**src/rtl/dice_pkg.sv**
```systemverilog
// ---------------------------------------------------------------------------
// dice_pkg
//   Shared definitions for the multi-die roller.
//   - state_t     : roller FSM states (IDLE=0, ROLL=1, SETTLE=2, SHOW=3)
//   - VAL_W       : width of one die value nibble (4)
//   - GRID_W      : width of one 3x3 pip grid (9)
//   - pip_pattern : die value -> pip grid, bit r*3+c lights row r, column c
// ---------------------------------------------------------------------------
package dice_pkg;

  localparam int VAL_W  = 4;
  localparam int GRID_W = 9;

  typedef enum logic [1:0] {
    IDLE   = 2'd0,
    ROLL   = 2'd1,
    SETTLE = 2'd2,
    SHOW   = 2'd3
  } state_t;

  // Grid layout:  0 1 2 / 3 4 5 / 6 7 8  (4 is the centre pip)
  function automatic logic [GRID_W-1:0] pip_pattern(input logic [VAL_W-1:0] value);
    logic [GRID_W-1:0] pips;
    case (value)
      4'd1:    pips = 9'h010;
      4'd2:    pips = 9'h101;
      4'd3:    pips = 9'h111;
      4'd4:    pips = 9'h145;
      4'd5:    pips = 9'h155;
      4'd6:    pips = 9'h16D;
      4'd7:    pips = 9'h17D;
      4'd8:    pips = 9'h1EF;
      4'd9:    pips = 9'h1FF;
      default: pips = 9'h000;
    endcase
    return pips;
  endfunction

endpackage

```
**src/rtl/dice_die.sv**
```systemverilog
// ---------------------------------------------------------------------------
// dice_die
//   One die of the odometer: a counter running 1..FACES that wraps back to 1
//   and reports a carry on the wrap.
//   Ports:
//     clk        : system clock, rising edge
//     reset      : synchronous, active-high; value returns to 1
//     step       : advance request arriving from the die below (or the FSM)
//     hold       : die is frozen; step is ignored and no carry is produced
//     value      : registered die value, 1..FACES
//     value_next : value the die takes on the next edge (feeds LED/SUM regs)
//     carry      : this die wraps FACES -> 1 on the next edge
// ---------------------------------------------------------------------------
module dice_die
  import dice_pkg::*;
#(
  parameter int FACES = 6
) (
  input  logic             clk,
  input  logic             reset,
  input  logic             step,
  input  logic             hold,
  output logic [VAL_W-1:0] value,
  output logic [VAL_W-1:0] value_next,
  output logic             carry
);

  localparam logic [VAL_W-1:0] TOP_VALUE = VAL_W'(FACES);

  // NOTE: every output of a combinational block gets a default on entry,
  // otherwise the paths that skip an assignment infer a latch.
  always_comb begin
    value_next = value;
    carry      = 1'b0;
    if (step && !hold) begin
      if (value == TOP_VALUE) begin
        value_next = 4'd1;
        carry      = 1'b1;
      end else begin
        value_next = value + 4'd1;
      end
    end
  end

  // NOTE: registers use non-blocking assignment so every flop samples the
  // pre-edge values regardless of block ordering.
  always_ff @(posedge clk) begin
    if (reset) value <= 4'd1;
    else       value <= value_next;
  end

endmodule

```
**src/rtl/dice_roller_n.sv**
```systemverilog
// ---------------------------------------------------------------------------
// dice_roller_n
//   NUM_DICE dice with FACES faces each. While START is held the dice spin as
//   an odometer (one advance per clock). When START drops the dice settle
//   with SETTLE_STEPS advances spaced 1,2,4,... cycles apart, then freeze in
//   SHOW and DONE pulses for one cycle.
//   Optional macro DICE_HOLD_EN adds the HOLD input: held dice keep their
//   value and the advance/carry chain skips over them.
//   Ports:
//     CLK     : system clock, rising edge
//     RST     : synchronous, active-high reset
//     START   : roll request, already synchronised, level-sensitive
//     HOLD    : per-die freeze (only with DICE_HOLD_EN)
//     VAL     : packed die values, die i in [4i+3:4i]
//     LED     : packed pip grids, die i in [9i+8:9i]
//     SUM     : sum of all die values
//     ROLLING : high in ROLL and SETTLE
//     DONE    : one-cycle pulse on entry to SHOW
// ---------------------------------------------------------------------------
module dice_roller_n
  import dice_pkg::*;
#(
  parameter int NUM_DICE     = 2,
  parameter int FACES        = 6,
  parameter int SETTLE_STEPS = 3
) (
  input  logic                       CLK,
  input  logic                       RST,
  input  logic                       START,
`ifdef DICE_HOLD_EN
  input  logic [NUM_DICE-1:0]        HOLD,
`endif
  output logic [VAL_W*NUM_DICE-1:0]  VAL,
  output logic [GRID_W*NUM_DICE-1:0] LED,
  output logic [5:0]                 SUM,
  output logic                       ROLLING,
  output logic                       DONE
);

  state_t                     state;
  logic [7:0]                 cnt;
  logic [3:0]                 k;
  logic [7:0]                 settle_limit;
  logic                       settle_hit;
  logic                       settle_last;
  logic                       advance;
  logic [NUM_DICE-1:0]        hold;
  logic [NUM_DICE:0]          inc;
  logic [VAL_W*NUM_DICE-1:0]  val_next;
  logic [GRID_W*NUM_DICE-1:0] led_next;
  logic [5:0]                 sum_next;
  logic                       carry_unused;

`ifdef DICE_HOLD_EN
  assign hold = HOLD;
`else
  assign hold = '0;
`endif

  // SETTLE advances when cnt reaches 2^k - 1, doubling the gap each time.
  assign settle_limit = (8'd1 << k) - 8'd1;
  assign settle_hit   = (cnt == settle_limit);
  assign settle_last  = (k == 4'(SETTLE_STEPS - 1));

  // A restart request in SETTLE pre-empts the pending settle advance.
  assign advance = (state == ROLL) ||
                   ((state == SETTLE) && !START && settle_hit);

  // Odometer chain: a held die passes the incoming step straight through to
  // the next die, so the step lands on the lowest non-held die above.
  assign inc[0] = advance;

  for (genvar i = 0; i < NUM_DICE; i++) begin : g_die
    logic carry;

    dice_die #(
      .FACES(FACES)
    ) u_die (
      .clk       (CLK),
      .reset     (RST),
      .step      (inc[i]),
      .hold      (hold[i]),
      .value     (VAL[i*VAL_W +: VAL_W]),
      .value_next(val_next[i*VAL_W +: VAL_W]),
      .carry     (carry)
    );

    assign inc[i+1] = hold[i] ? inc[i] : carry;
  end

  // Carry out of the top die is intentionally discarded.
  assign carry_unused = inc[NUM_DICE];

  // LED and SUM are built from the next die values so that, once
  // registered, they line up with VAL in the same cycle.
  always_comb begin
    led_next = '0;
    sum_next = '0;
    for (int i = 0; i < NUM_DICE; i++) begin
      led_next[i*GRID_W +: GRID_W] = pip_pattern(val_next[i*VAL_W +: VAL_W]);
      sum_next = sum_next + 6'(val_next[i*VAL_W +: VAL_W]);
    end
  end

  always_ff @(posedge CLK) begin
    if (RST) begin
      LED <= {NUM_DICE{9'h010}};
      SUM <= 6'(NUM_DICE);
    end else begin
      LED <= led_next;
      SUM <= sum_next;
    end
  end

  // Roller FSM with registered ROLLING/DONE.
  always_ff @(posedge CLK) begin
    if (RST) begin
      state   <= IDLE;
      cnt     <= '0;
      k       <= '0;
      ROLLING <= 1'b0;
      DONE    <= 1'b0;
    end else begin
      DONE <= 1'b0;
      case (state)
        IDLE: begin
          if (START) begin
            state   <= ROLL;
            ROLLING <= 1'b1;
          end
        end
        ROLL: begin
          if (!START) begin
            state <= SETTLE;
            cnt   <= '0;
            k     <= '0;
          end
        end
        SETTLE: begin
          if (START) begin
            state <= ROLL;
          end else if (settle_hit) begin
            cnt <= '0;
            k   <= k + 4'd1;
            if (settle_last) begin
              state   <= SHOW;
              ROLLING <= 1'b0;
              DONE    <= 1'b1;
            end
          end else begin
            cnt <= cnt + 8'd1;
          end
        end
        SHOW: begin
          if (START) begin
            state   <= ROLL;
            ROLLING <= 1'b1;
          end
        end
        default: begin
          state   <= IDLE;
          ROLLING <= 1'b0;
        end
      endcase
    end
  end

endmodule

```
**config.mk**
```make
export PLATFORM = sky130hd
export DESIGN_NAME = dice_roller_n
export DESIGN_NICKNAME = d
export VERILOG_FILES = /design/src/rtl/dice_pkg.sv /design/src/rtl/dice_die.sv /design/src/rtl/dice_roller_n.sv
export SDC_FILE = /design/constraint.sdc
export NUM_CORES = 1
export LEC_CHECK = 0
export CAP_MARGIN = 25
export CELL_PAD_IN_SITES_DETAIL_PLACEMENT = 0
export CELL_PAD_IN_SITES_GLOBAL_PLACEMENT = 1
export CORE_AREA = 3 3 74 90
export DETAILED_ROUTE_END_ITERATION = 10
export DIE_AREA = 0 0 77 93
export GPL_TIMING_DRIVEN = 0
export PLACE_DENSITY_LB_ADDON = 0.05
export RECOVER_POWER = 25
export SYNTH_ARGS = -nofsm -noshare
export SYNTH_HDL_FRONTEND = slang
export SYNTH_HIERARCHICAL = 1
export SYNTH_SLANG_ARGS = --single-unit
```
**constraint.sdc**
```tcl
create_clock -name CLK -period 5.37 [get_ports CLK]
set_input_delay 1.074 -clock CLK [delete_from_list [all_inputs] [get_ports CLK]]
set_output_delay 1.074 -clock CLK [all_outputs]
set_load 0.03 [all_outputs]
```
; ---- Word level (Yosys, flattened, before mapping)
; Memories as Yosys holds them, arrays and structs flattened. A register that Yosys moved wholly into a read port is not among the register bits.
; Cells that the tools add are included.
[totals]
out_inout_bits = 34
wordCells = 72
memories = 2
regBits = 30
ramBits = 0
romBits = 288
input_bits = 3
latch_bits = 0
[op_classes]
div_mod_pow = 0
eq_ne = 14
n_reduce_logical = 13
muxes = 26
shifts = 1
n_mul = 0
n_addsub = 6
order_cmp = 0
bitwise = 2
[memory_table]
columns = memory, depth, word_bits, rd, rd_ports_with_merged_regs, write_ports, line_no
row1 = (name not given), 16, 9, 1, 1, 0, dice_pkg.sv:24  ; case (value)
row2 = (name not given), 16, 9, 1, 1, 0, dice_pkg.sv:24
[ops]
columns = op, n
row1 = $mux 4, 7
row2 = $mux 8, 3
row3 = $pmux 8 s2, 1
row4 = $add 4x1->4 const B, 3
row5 = $mux 2, 5
row6 = $add 8x1->8 const B, 1
row7 = $eq 4x3->1 const B, 2
row8 = $eq 8x8->1, 1
row9 = $ne 2x2->1 const B, 4
row10 = $pmux 4 s2, 1
row11 = $reduce_and 4->1, 2
row12 = $shl 1x4->8 const A, 1
row13 = $sub 8x1->8 const B, 1
row14 = $mux 1, 7
row15 = $ne 3x3->1 const B, 2
row16 = $pmux 2 s3, 1
row17 = $add 4x4->5, 1
row18 = $reduce_and 5->1, 1
row19 = $eq 2x2->1 const B, 2
row20 = $eq 4x2->1 const B, 1
row21 = $reduce_bool 2->1, 2
row22 = $reduce_or 4->1, 1
row23 = $reduce_and 3->1, 1
row24 = $eq 2x1->1 const B, 1
row25 = 8 further kinds, 10

; ---- Depth between registers and ports, before layout
; Gate-level depths: netlist (run 1).
[depth]
depth_word = 8
ltp_mapped = 22
mapped_depth_nobuf = 20

; ---- Modules after synthesis
; Netlist (run 1), hierarchy kept.
[modules_own_cells]
columns = module, seq_area_each_um2, cells_each, n_inst, area_each_um2
row1 = dice_roller_n, 620.6, 223, 1, 1865.5
row2 = dice_die, 80.1, 25, 2, 221.5

; ---- Worst setup path after synthesis (run 1)
; No wires, ideal clock.
[synth_path]
kind = reg2reg
from = register k[0]
to = register SUM[4]
synth_period_minus_slack_ps = 4486
setup_slack_ps = 884
arrival_ps = 4416
setup_time_ps = 70
n_path_buf = 2
required_ps = 5300
path_stages_with_launch = 23
path_cell_list = dfxtp_1 -> inv_1 -> ha_1 -> clkbuf_1 -> nand2_1 -> ha_1 -> xor2_1 -> xnor2_1 -> or4_4 -> or3_1 -> buf_2 -> nor2b_1 -> or2_2 -> nand3b_1 -> nor3_1 -> and2b_2 -> xor2_1 -> ha_1 -> inv_1 -> fa_1 -> nor2b_1 -> o21ai_0 -> a21oi_1
[synth_between]
elab_chain_cells = 8
elab_cells_between_ends = 9
cone_classes = add/sub (2) / eq/ne (1) / shift (1) / mux (3) / reduce/logical (2)
[synth_rtl]
columns = element, line_no
row1 = from (decl), dice_roller_n.sv:42  ; logic [3:0] k;
row2 = from (signal assigned), dice_roller_n.sv:144  ; k <= k + 4'd1;
row3 = $shl 1x4->8, dice_roller_n.sv:61  ; assign settle_limit = (8'd1 << k) - 8'd1;
row4 = $sub 8x1->8, dice_roller_n.sv:61
row5 = $eq 8x8->1, dice_roller_n.sv:62  ; assign settle_hit = (cnt == settle_limit);
row6 = $logic_and 1x1->1, dice_roller_n.sv:67  ; ((state == SETTLE) && !START && settle_hit);
row7 = $logic_or 1x1->1, dice_roller_n.sv:66  ; assign advance = (state == ROLL) ||
row8 = via advance, dice_roller_n.sv:46  ; logic advance;
row9 = $mux 1, dice_die.sv:35  ; if (step && !hold) begin
row10 = via g_die[0].carry, dice_roller_n.sv:74  ; logic carry;
row11 = $mux 4, dice_die.sv:35
row12 = via val_next[4], dice_roller_n.sv:49  ; logic [VAL_W*NUM_DICE-1:0] val_next;
row13 = $add 4x4->5, dice_roller_n.sv:101  ; sum_next = sum_next + 6'(val_next[i*VAL_W +: VAL_W]);
row14 = to (signal assigned), dice_roller_n.sv:108  ; SUM <= 6'(NUM_DICE);
row15 = to (signal assigned), dice_roller_n.sv:111  ; SUM <= sum_next;
row16 = to (decl), dice_roller_n.sv:35  ; output logic [5:0] SUM,
; The timed path passes the listed nets, and every way through them passes these cells.
; A chain may end at the register's enable or synchronous reset.

; ---- Worst setup path in the final report (run 1)
; Same ends and word-level chain as after synthesis.

==> out/metrics.cfg, run 1 <==
[timing]
holdWs_ns=0.496
hold_viol=0
finalSetupTns_ns=0
fin_skew_ns=0.00502
setup_viol=0
rsz0062_at_grt=no
maxSlewHeadroom=0.634
min_period_ns=4.83
fin_crit_sh=0.900
worstMarginPinSlew_ns=0.545
slew_viol_final=0
fmax_ghz=0.207

[cts]
worstSkewPairLatency_ns=0.28
hold_buffers=0
cts.clk_slew.worst_paths_ns=0.07
postCtsSetupBuffers=0
numCtsBuffers=5
cts_resized=0
clk_path_buf_depth=2
cts-root-buf=clkbuf_8
cts_tree=done
htree_levels=2
cts.sinks=39

[global_routing]
grt_pass1_wl_mm=8.73
grt_max_degree=12
grt-ovfl-total=0
antenna_found_initial=0
grt_pass1_vias=1912
grt_use_total=0.151

[routing]
drc=0
drt_iter0_drc=64
via_count=1981
post_drt_wl_per_cell_um=13.0
via_per_inst=4.96
totalWireLength_mm=5.19
dr.pass1.iters=4
antenna_left=0

[worst_setup_path]
crit_slowest_cell=or4_4
cp.arrival_ns=5.05
path_cells=inv_1 -> ha_2 -> nand2_1 -> ha_1 -> xor2_1 -> xnor2_1 -> or4_4 -> or3_1 -> buf_2 -> nor2b_2 -> or2_2 -> nand3b_1 -> nor3_1 -> and2b_2 -> xor2_1 -> ha_1 -> inv_1 -> fa_1 -> nor2b_1 -> o21ai_0 -> a21oi_1
cp_num_buf_inv=3
required_ns=5.59
startpoint_type=register
crit_family=simple AND/OR/NAND/NOR gates
crit_type=reg2reg
end_kind=register
cpPeakStageDelay_ns=0.55
crit_fanout=8

[logic_synthesis]
synth_area_mm2=0.00230
ys.warnings.count=6
avgSynthCellArea_um2=8.47
syn-instance-count=272

[hold_path]
hp-class=reg2reg

[finish]
final_layout_size_suffix_gt1_frac=0.110
nets=336
syn2layout_area_growth_pct=24.8
diodes=0

[floorplan]
floorplan.die.width_um=77
rows=31
core_area_mm2=0.00593
start_util=0.388
dieHeight_um=93
dieArea_mm2=0.00716
pin_count=37

[placed_design]
post-dp-hpwl_mm=3.91
place_congestion=0.804
numPortBuffers=35

[pwr]
vdd_drop_max_v=0.000177
pwr_density_cell_mw_per_mm2=337
p_leak_uw=0.00119
p_total_uw=970

[outcome]
status=completed

[flow_run]
cap_violations=0

## per-stage QoR
stage / util / area (µm²) / setup WS (ns) / std cells
2_1_floorplan: - / 2320 / 0.884 / 276
3_3_place_gp: 0.467 / 2770 / 0.188 / 393
3_5_place_dp: 0.467 / 2770 / 0.206 / 393
4_1_cts: 0.484 / 2870 / 0.183 / 400
5_1_grt: 0.485 / 2880 / 0.0963 / 399
6_report: 0.485 / 2880 / 0.535 / 399
## placed cells by master (no fill, tap or decap), types with 4 or more instances in the layout
| master | instances |
|---|---|
| nor2b_1 | 12 |
| nand2b_1 | 4 |
| or3_1 | 5 |
| nor3_1 | 10 |
| buf_4 | 10 |
| inv_1 | 11 |
| ha_1 | 14 |
| clkbuf_8 | 5 |
| nor2_1 | 18 |
| nand2_1 | 22 |
| clkbuf_1 | 4 |
| or2_2 | 7 |
| xnor2_1 | 8 |
| o21ai_0 | 7 |
| nand4_1 | 4 |
| nand3b_1 | 7 |
| dfxtp_1 | 39 |
| nor3b_1 | 4 |
| a21oi_1 | 17 |
| nand3_1 | 7 |
| nor4_1 | 5 |
| dlygate4sd3_1 | 18 |
| clkdlybuf4s50_1 | 17 |
| conb_1 | 5 |
| xor2_1 | 9 |
## routing by layer
layer / global-route usage / vias up / part of all wire
met5: 0 / - / 0
met4: 0.0697 / 0 / 0.023
met3: 0.0289 / 10 / 0.030
met2: 0.270 / 35 / 0.50
met1: 0.173 / 910 / 0.45
li1: - / 1026 / -
## worst register-to-register path: cells and delay by family, from the launching register on
| kind | cells | cell delay, ns |
|---|---|---|
| and+or+nand+nor | 9 | 2.11 |
| adders and majority gates | 4 | 1.17 |
| xor gates and xnor gates | 3 | 0.55 |
| DFF | 1 | 0.37 |
| buffers and inverters | 3 | 0.35 |
| AOI/OAI and AO/OA | 2 | 0.22 |
## registers in the layout, indices dropped and copies added, names as in the netlist
name	count
k	4
cnt	8
state	2
DONE	1
SUM	5
ROLLING	1
g_die.u_die/value	8
LED	10
## report_power, final
group	internal [µW]	switching [µW]
combinational	159	233
clock	136	101
sequential	320	21.5
total	615	355
## final cells by class
type / count / area, µm²
clock inverter: 1 / 30.0
tap: 82 / 103
buffer: 17 / 104
clock buffer: 6 / 72.6
multi-input combinational: 207 / 1390
sequential: 39 / 781
fill: 598 / 3060
timing repair buffer: 35 / 350
inverter: 12 / 45.0
## worst paths after layout
check                        startpoint                    end  slack, ns  cells past startpoint
setup / recovery      k[0]$_SDFFE_PP0P_      SUM[4]$_SDFF_PP0_       0.54                     21
hold / removal    state[1]$_SDFFE_PP0P_  state[1]$_SDFFE_PP0P_       0.50                      2
setup reg to reg      k[0]$_SDFFE_PP0P_      SUM[4]$_SDFF_PP0_       0.54                     21
hold reg to reg   state[1]$_SDFFE_PP0P_  state[1]$_SDFFE_PP0P_       0.50                      2
Note: power is estimated with default switching activity, not from simulation.
==> run 2, diff against run 1 <==
CORE_AREA = 2 2 73 89   (was 3 3 74 90)
DIE_AREA = 0 0 75 91   (was 0 0 77 93)
==> run 2 against run 1 <==
Sequential share of layout area rose by 0.20 points; setup slack got worse by 0.10 ns; combinational power is essentially flat; sequential cell count unchanged; cell count rose by 0.25%; routed wire length grew 2.6%; non-clock buffer count stayed put; sequential power barely moved; total power shrank 4.4%; via count shrank 0.20%; clock-buffer cell count is 1 higher; largest cell class unchanged; highest routed layer unchanged.
==> out/metrics.cfg, run 2 (synthesis results as in run 1) <==
[finish]
final_cells=400  ; +0.25%
final_common_cell=dfxtp_1
finish.utilization=0.481  ; -0.00358
diodes=0  ; unchanged
reg_top3=LED (10), cnt (8), g_die.u_die/value (8)
final_layout_size_suffix_gt1_frac=0.110  ; -0.000347
stdcell_area_mm2=0.00285  ; -0.74%
fillCellCount=604  ; +1.0%
nets=336  ; unchanged
final_cell_mix=dfxtp_1, nand2_1, nor2_1, dlygate4sd3_1
syn2layout_area_growth_pct=23.9
regMostFlops=LED
largest_register_ffs=10  ; unchanged

[cts]
htree_levels=2  ; unchanged
cts_tree=done
postCtsSetupBuffers=0  ; unchanged
clk_path_buf_depth=2  ; unchanged
cts-root-buf=clkbuf_8
cts.sinks=39  ; unchanged
numCtsBuffers=5  ; unchanged
worstSkewPairLatency_ns=0.29  ; about the same
cts.clk_slew.worst_paths_ns=0.07  ; about the same

[timing]
fin_skew_ns=0.00438  ; -0.000645 ns
slew_viol_final=0  ; unchanged
min_period_ns=4.93  ; +0.100 ns
setup_viol=0  ; unchanged
hold_viol=0  ; unchanged
fmax_ghz=0.203  ; -2.0%
rsz0062_at_grt=no
timing.final.ws_setup_ns=0.435  ; -0.100 ns
worstMarginPinSlew_ns=0.570  ; +0.0250 ns
finalSetupTns_ns=0  ; unchanged
maxSlewHeadroom=0.620  ; -0.0141
fin_crit_sh=0.919  ; +0.0186

[hold_path]
hp-class=reg2reg
min_path_cells=2  ; unchanged
hp-start=state[1]$_SDFFE_PP0P_
min_to=state[1]$_SDFFE_PP0P_

[placed_design]
numPortBuffers=35  ; unchanged
place_congestion=0.802  ; -0.29%
placed_area_mm2=0.00277  ; unchanged
preCtsSetupSlack_ns=0.145  ; -0.0611 ns
post-dp-hpwl_mm=3.98  ; +1.8%
place_inst=393  ; unchanged

[pwr]
power_frac_seq=0.369  ; +0.017
clkPwrFrac=0.206  ; -0.038
netSwitchingFraction=0.384  ; +0.0180
vdd_drop_max_v=0.000181  ; +2.2%
p_sw_uw=356  ; +0.30%
p_leak_uw=0.00118  ; -0.71%
pwr-share-comb=0.425  ; +0.021
pwr_density_cell_mw_per_mm2=325  ; -3.7%
p_int_uw=571  ; -7.1%

[worst_setup_path]
cp.arrival_ns=5.15  ; +0.10 ns
reg2reg_depth=21  ; unchanged
regToRegSetupSlack_ns=0.44  ; -0.10 ns
end_kind=register
worst_r2r_endpoint=SUM[4]$_SDFF_PP0_
path_cells=inv_1 -> ha_2 -> nand2_1 -> ha_1 -> xor2_1 -> xnor2_1 -> or4_4 -> or3_1 -> buf_2 -> nor2b_2 -> or2_2 -> nand3b_1 -> nor3_1 -> and2b_2 -> xor2_1 -> ha_1 -> inv_1 -> fa_1 -> nor2b_1 -> o21ai_0 -> a21oi_1
required_ns=5.59  ; about the same
regToRegStartpoint=k[0]$_SDFFE_PP0P_
cpPeakStageDelay_ns=0.55  ; about the same
startpoint_type=register
crit_fanout=8  ; unchanged
crit_type=reg2reg
crit_slowest_cell=or4_4

[routing]
post_drt_wl_per_cell_um=13.3  ; +2.3%
via_per_inst=4.94  ; -0.45%
totalWireLength_mm=5.33  ; +2.6%
drc=0  ; unchanged
via_count=1977  ; -0.20%
dr.pass1.iters=4  ; unchanged
drt_iter0_drc=60  ; -6.3%
antenna_left=0  ; unchanged

[floorplan]
start_util=0.388  ; unchanged
rows=31  ; unchanged
floorplan.die.width_um=75  ; -2.6%
dieHeight_um=91  ; -2.2%
dieArea_mm2=0.00683  ; -4.7%
pin_count=37  ; unchanged
core_area_mm2=0.00593  ; unchanged

[global_routing]
antenna_found_initial=0  ; unchanged
grt_use_total=0.168  ; +0.0168
grt-ovfl-total=0  ; unchanged
grt_pass1_vias=1919  ; +0.37%
grt_max_degree=12  ; unchanged
grt_pass1_wl_mm=8.91  ; +2.1%

[flow_run]
cap_violations=0  ; unchanged

[outcome]
status=completed

run 2: final cells by class:
type	count	area, µm²	share of cell area
flip-flops and latches	39	781	0.274
clock inverters	1	5.00	0.00175
clock buffers	7	76.3	0.0267
repair buffers	35	350	0.123
multi-input cells	207	1390	0.487
well taps	82	103	0.0359
inverters	12	45.0	0.0158
plain buffers	17	104	0.0364
run 2: worst max-delay path: cells and delay by family (launching register included):
family / cells / cell delay, ns
compound gates: 2 / 0.23
xor+xnor: 3 / 0.55
fa+ha+maj: 4 / 1.19
buf+inv: 3 / 0.34
flops: 1 / 0.37
simple gates: 9 / 2.19
run 2: metrics by stage:
step / hold WS, ns / total power (µW)
2_1_floorplan: 0.455 / 630
3_3_place_gp: 0.481 / 747
3_5_place_dp: 0.492 / 747
4_1_cts: 0.502 / 946
5_1_grt: 0.526 / 995
6_report: 0.496 / 927
run 2: per-layer routing:
layer	vias up	wire length, µm	global-route usage
met5	-	0	0
met4	0	55	0.0536
met3	4	136	0.0289
met2	28	2680	0.297
met1	918	2460	0.199
li1	1027	-	-
run 2: power groups by stage:
stage               logic, µW  registers, µW  clock network, µW
global route              440            347                208
floorplan                 241            389                  0
global placement          398            349                  0
CTS                       401            343                202
finish                    394            342                191
detailed placement        398            349                  0
run 2: worst max-delay path by stage:
stage | cells after the start | from | slack, ns | end
2_1_floorplan | 22 | k[0]$_SDFFE_PP0P_ | 0.88 | SUM[4]$_SDFF_PP0_
3_3_place_gp | 22 | k[0]$_SDFFE_PP0P_ | 0.15 | SUM[4]$_SDFF_PP0_
3_5_place_dp | 22 | k[0]$_SDFFE_PP0P_ | 0.14 | SUM[4]$_SDFF_PP0_
4_1_cts | 22 | k[0]$_SDFFE_PP0P_ | 0.09 | SUM[4]$_SDFF_PP0_
5_1_grt | 21 | k[0]$_SDFFE_PP0P_ | 0.01 | SUM[4]$_SDFF_PP0_
6_report | 21 | k[0]$_SDFFE_PP0P_ | 0.44 | SUM[4]$_SDFF_PP0_
run 2: timing repair:
| item | CTS | global route |
|---|---|---|
| setup endpoints to repair | 0 | 4 |
| resized for setup | 0 | 2 |
| hold buffers | 0 | 0 |
==> run 3, diff against run 2 <==
SKIP_CTS_REPAIR_TIMING = 1   (was unset)
clock period = 5.2 ns   (was 5.37 ns; I/O delays follow)
==> run 3 against run 2 <==
Routed wire length fell by 0.51%; sequential share of layout area fell by 0.12 points; total power rose by 3.3%; global-route usage did not move; die area did not move; register-to-register slack got worse by 0.05 ns; via count fell by 0.61%; maximum frequency rose by 2.4%; highest routed layer unchanged.
==> out/metrics.cfg, run 3 (synthesis results as in run 1) <==
[cts]
cts.sinks=39  ; unchanged
numCtsBuffers=5  ; unchanged
cts-root-buf=clkbuf_8
cts.clk_slew.worst_paths_ns=0.07  ; about the same
cts_tree=done
clk_path_buf_depth=2  ; unchanged
worstSkewPairLatency_ns=0.28  ; about the same
htree_levels=2  ; unchanged

[worst_setup_path]
path_cells=inv_1 -> ha_2 -> nand2_1 -> ha_1 -> xor2_1 -> xnor2_1 -> or4_4 -> or3_1 -> buf_2 -> nor2b_2 -> or2_2 -> nand3b_1 -> nor3_2 -> and2b_2 -> or2b_1 -> nand3_1 -> ha_1 -> a21o_1 -> a21oi_1 -> xor2_1 -> nor2_1
crit_slowest_cell=or4_4
crit_type=reg2reg
required_ns=5.36  ; -0.23 ns
end_kind=register
crit_fanout=8  ; unchanged
cp_num_buf_inv=2  ; -1
crit_family=simple AND/OR/NAND/NOR gates
reg2reg_depth=21  ; unchanged
cp.depth=21  ; unchanged
startpoint_type=register
cp.arrival_ns=4.98  ; -0.17 ns
cpPeakStageDelay_ns=0.55  ; about the same

[routing]
antenna_left=0  ; unchanged
via_count=1965  ; -0.61%
drt_iter0_drc=58  ; -3.3%
post_drt_wl_per_cell_um=13.3  ; -0.51%
drc=0  ; unchanged
totalWireLength_mm=5.30  ; -0.51%
via_per_inst=4.91  ; -0.61%
dr.pass1.iters=4  ; unchanged

[timing]
rsz0062_at_grt=no
fin_skew_ns=0.00308  ; -0.00129 ns
fin_crit_sh=0.927  ; +0.00779
slew_viol_final=0  ; unchanged
setup_viol=0  ; unchanged
hold_viol=0  ; unchanged
min_period_ns=4.82  ; -0.116 ns
holdWs_ns=0.496  ; -0.000142 ns
finalSetupTns_ns=0  ; unchanged
fmax_ghz=0.208  ; +2.4%
maxSlewHeadroom=0.619  ; -0.000685
worstMarginPinSlew_ns=0.571  ; +0.00103 ns

[finish]
final_layout_size_suffix_gt1_frac=0.116  ; +0.00629
largest_register_ffs=10  ; unchanged
diodes=0  ; unchanged
reg_top3=LED (10), cnt (8), g_die.u_die/value (8)
nets=336  ; unchanged
stdcell_area_mm2=0.00287  ; +0.44%
final_common_cell=dfxtp_1
final_cell_mix=dfxtp_1, nand2_1, nor2_1, clkdlybuf4s50_1
syn2layout_area_growth_pct=24.4
regMostFlops=LED

[floorplan]
start_util=0.388  ; unchanged
pin_count=37  ; unchanged
core_area_mm2=0.00593  ; unchanged
dieHeight_um=91  ; unchanged
rows=31  ; unchanged
dieArea_mm2=0.00683  ; unchanged
floorplan.die.width_um=75  ; unchanged

[pwr]
p_leak_uw=0.00118  ; -0.13%
p_sw_uw=367  ; +3.3%
netSwitchingFraction=0.384  ; about the same
power_frac_seq=0.369  ; about the same
p_int_uw=590  ; +3.3%
pwr-share-comb=0.425  ; about the same
clkPwrFrac=0.206  ; about the same
pwr_density_cell_mw_per_mm2=334  ; +2.8%
vdd_drop_max_v=0.000189  ; +4.0%

[global_routing]
grt_use_total=0.168  ; unchanged
grt_pass1_vias=1919  ; unchanged
grt_pass1_wl_mm=8.91  ; unchanged
grt_max_degree=12  ; unchanged
grt-ovfl-total=0  ; unchanged
antenna_found_initial=0  ; unchanged

[outcome]
status=completed

[hold_path]
min_path_cells=2  ; unchanged
hp-class=reg2reg

[placed_design]
place_congestion=0.802  ; unchanged
placed_area_mm2=0.00277  ; unchanged
numPortBuffers=35  ; unchanged
post-dp-hpwl_mm=3.98  ; unchanged

[flow_run]
cap_violations=0  ; unchanged

run 3: cell types whose count changed in the layout (fill, tap and decap cells not counted):
cell,before,now
clkdlybuf4s50_1,17,18
dlygate4sd3_1,18,17
nor3_1,10,9
nor3_2,0,1
xor2_1,9,8
xor2_2,0,1
run 3: path summary, 6_finish.rpt:
check                        startpoint                     to  slack (ns)
setup / recovery      k[0]$_SDFFE_PP0P_      SUM[3]$_SDFF_PP0_        0.38
setup reg to reg      k[0]$_SDFFE_PP0P_      SUM[3]$_SDFF_PP0_        0.38
hold / removal    state[1]$_SDFFE_PP0P_  state[1]$_SDFFE_PP0P_        0.50
hold reg to reg   state[1]$_SDFFE_PP0P_  state[1]$_SDFFE_PP0P_        0.50
run 3: worst min-delay path, stage by stage, from the launching register on:
cell	delay [ns]
dfxtp_1	0.33
nand2_1	0.06
mux2i_1	0.06
run 3: layout make-up:
class                      instances  area, µm²
fill                             602       3070
multi-input combinational        207       1400
sequential                        39        781
timing repair buffer              35        350
buffer                            17        104
tap                               82        103
clock buffer                       7       76.3
inverter                          12       45.0
clock inverter                     1       5.00
run 3: metal layers:
layer	track usage	share of wire	vias up
met5	0	0	-
met1	0.199	0.45	912
li1	-	-	1024
met3	0.0289	0.027	4
met4	0.0536	0.010	0
met2	0.297	0.51	25
run 3: per-stage QoR:
step	worst slack [ns]	power, µW	cells	utilization
CTS	-0.0810	977	401	0.481
global placement	-0.0175	771	393	0.467
global route	0.00475	1030	400	0.483
floorplan	0.714	651	276	-
finish	0.381	957	400	0.483
detailed placement	-0.0253	771	393	0.467
run 3: power groups by stage:
stage                     sequential [µW]  clock, µW  combinational, µW
after floorplan                       402          0                249
after global placement                360          0                411
after detailed placement              360          0                411
after CTS                             354        209                414
after global routing                  359        215                455
final                                 353        197                406
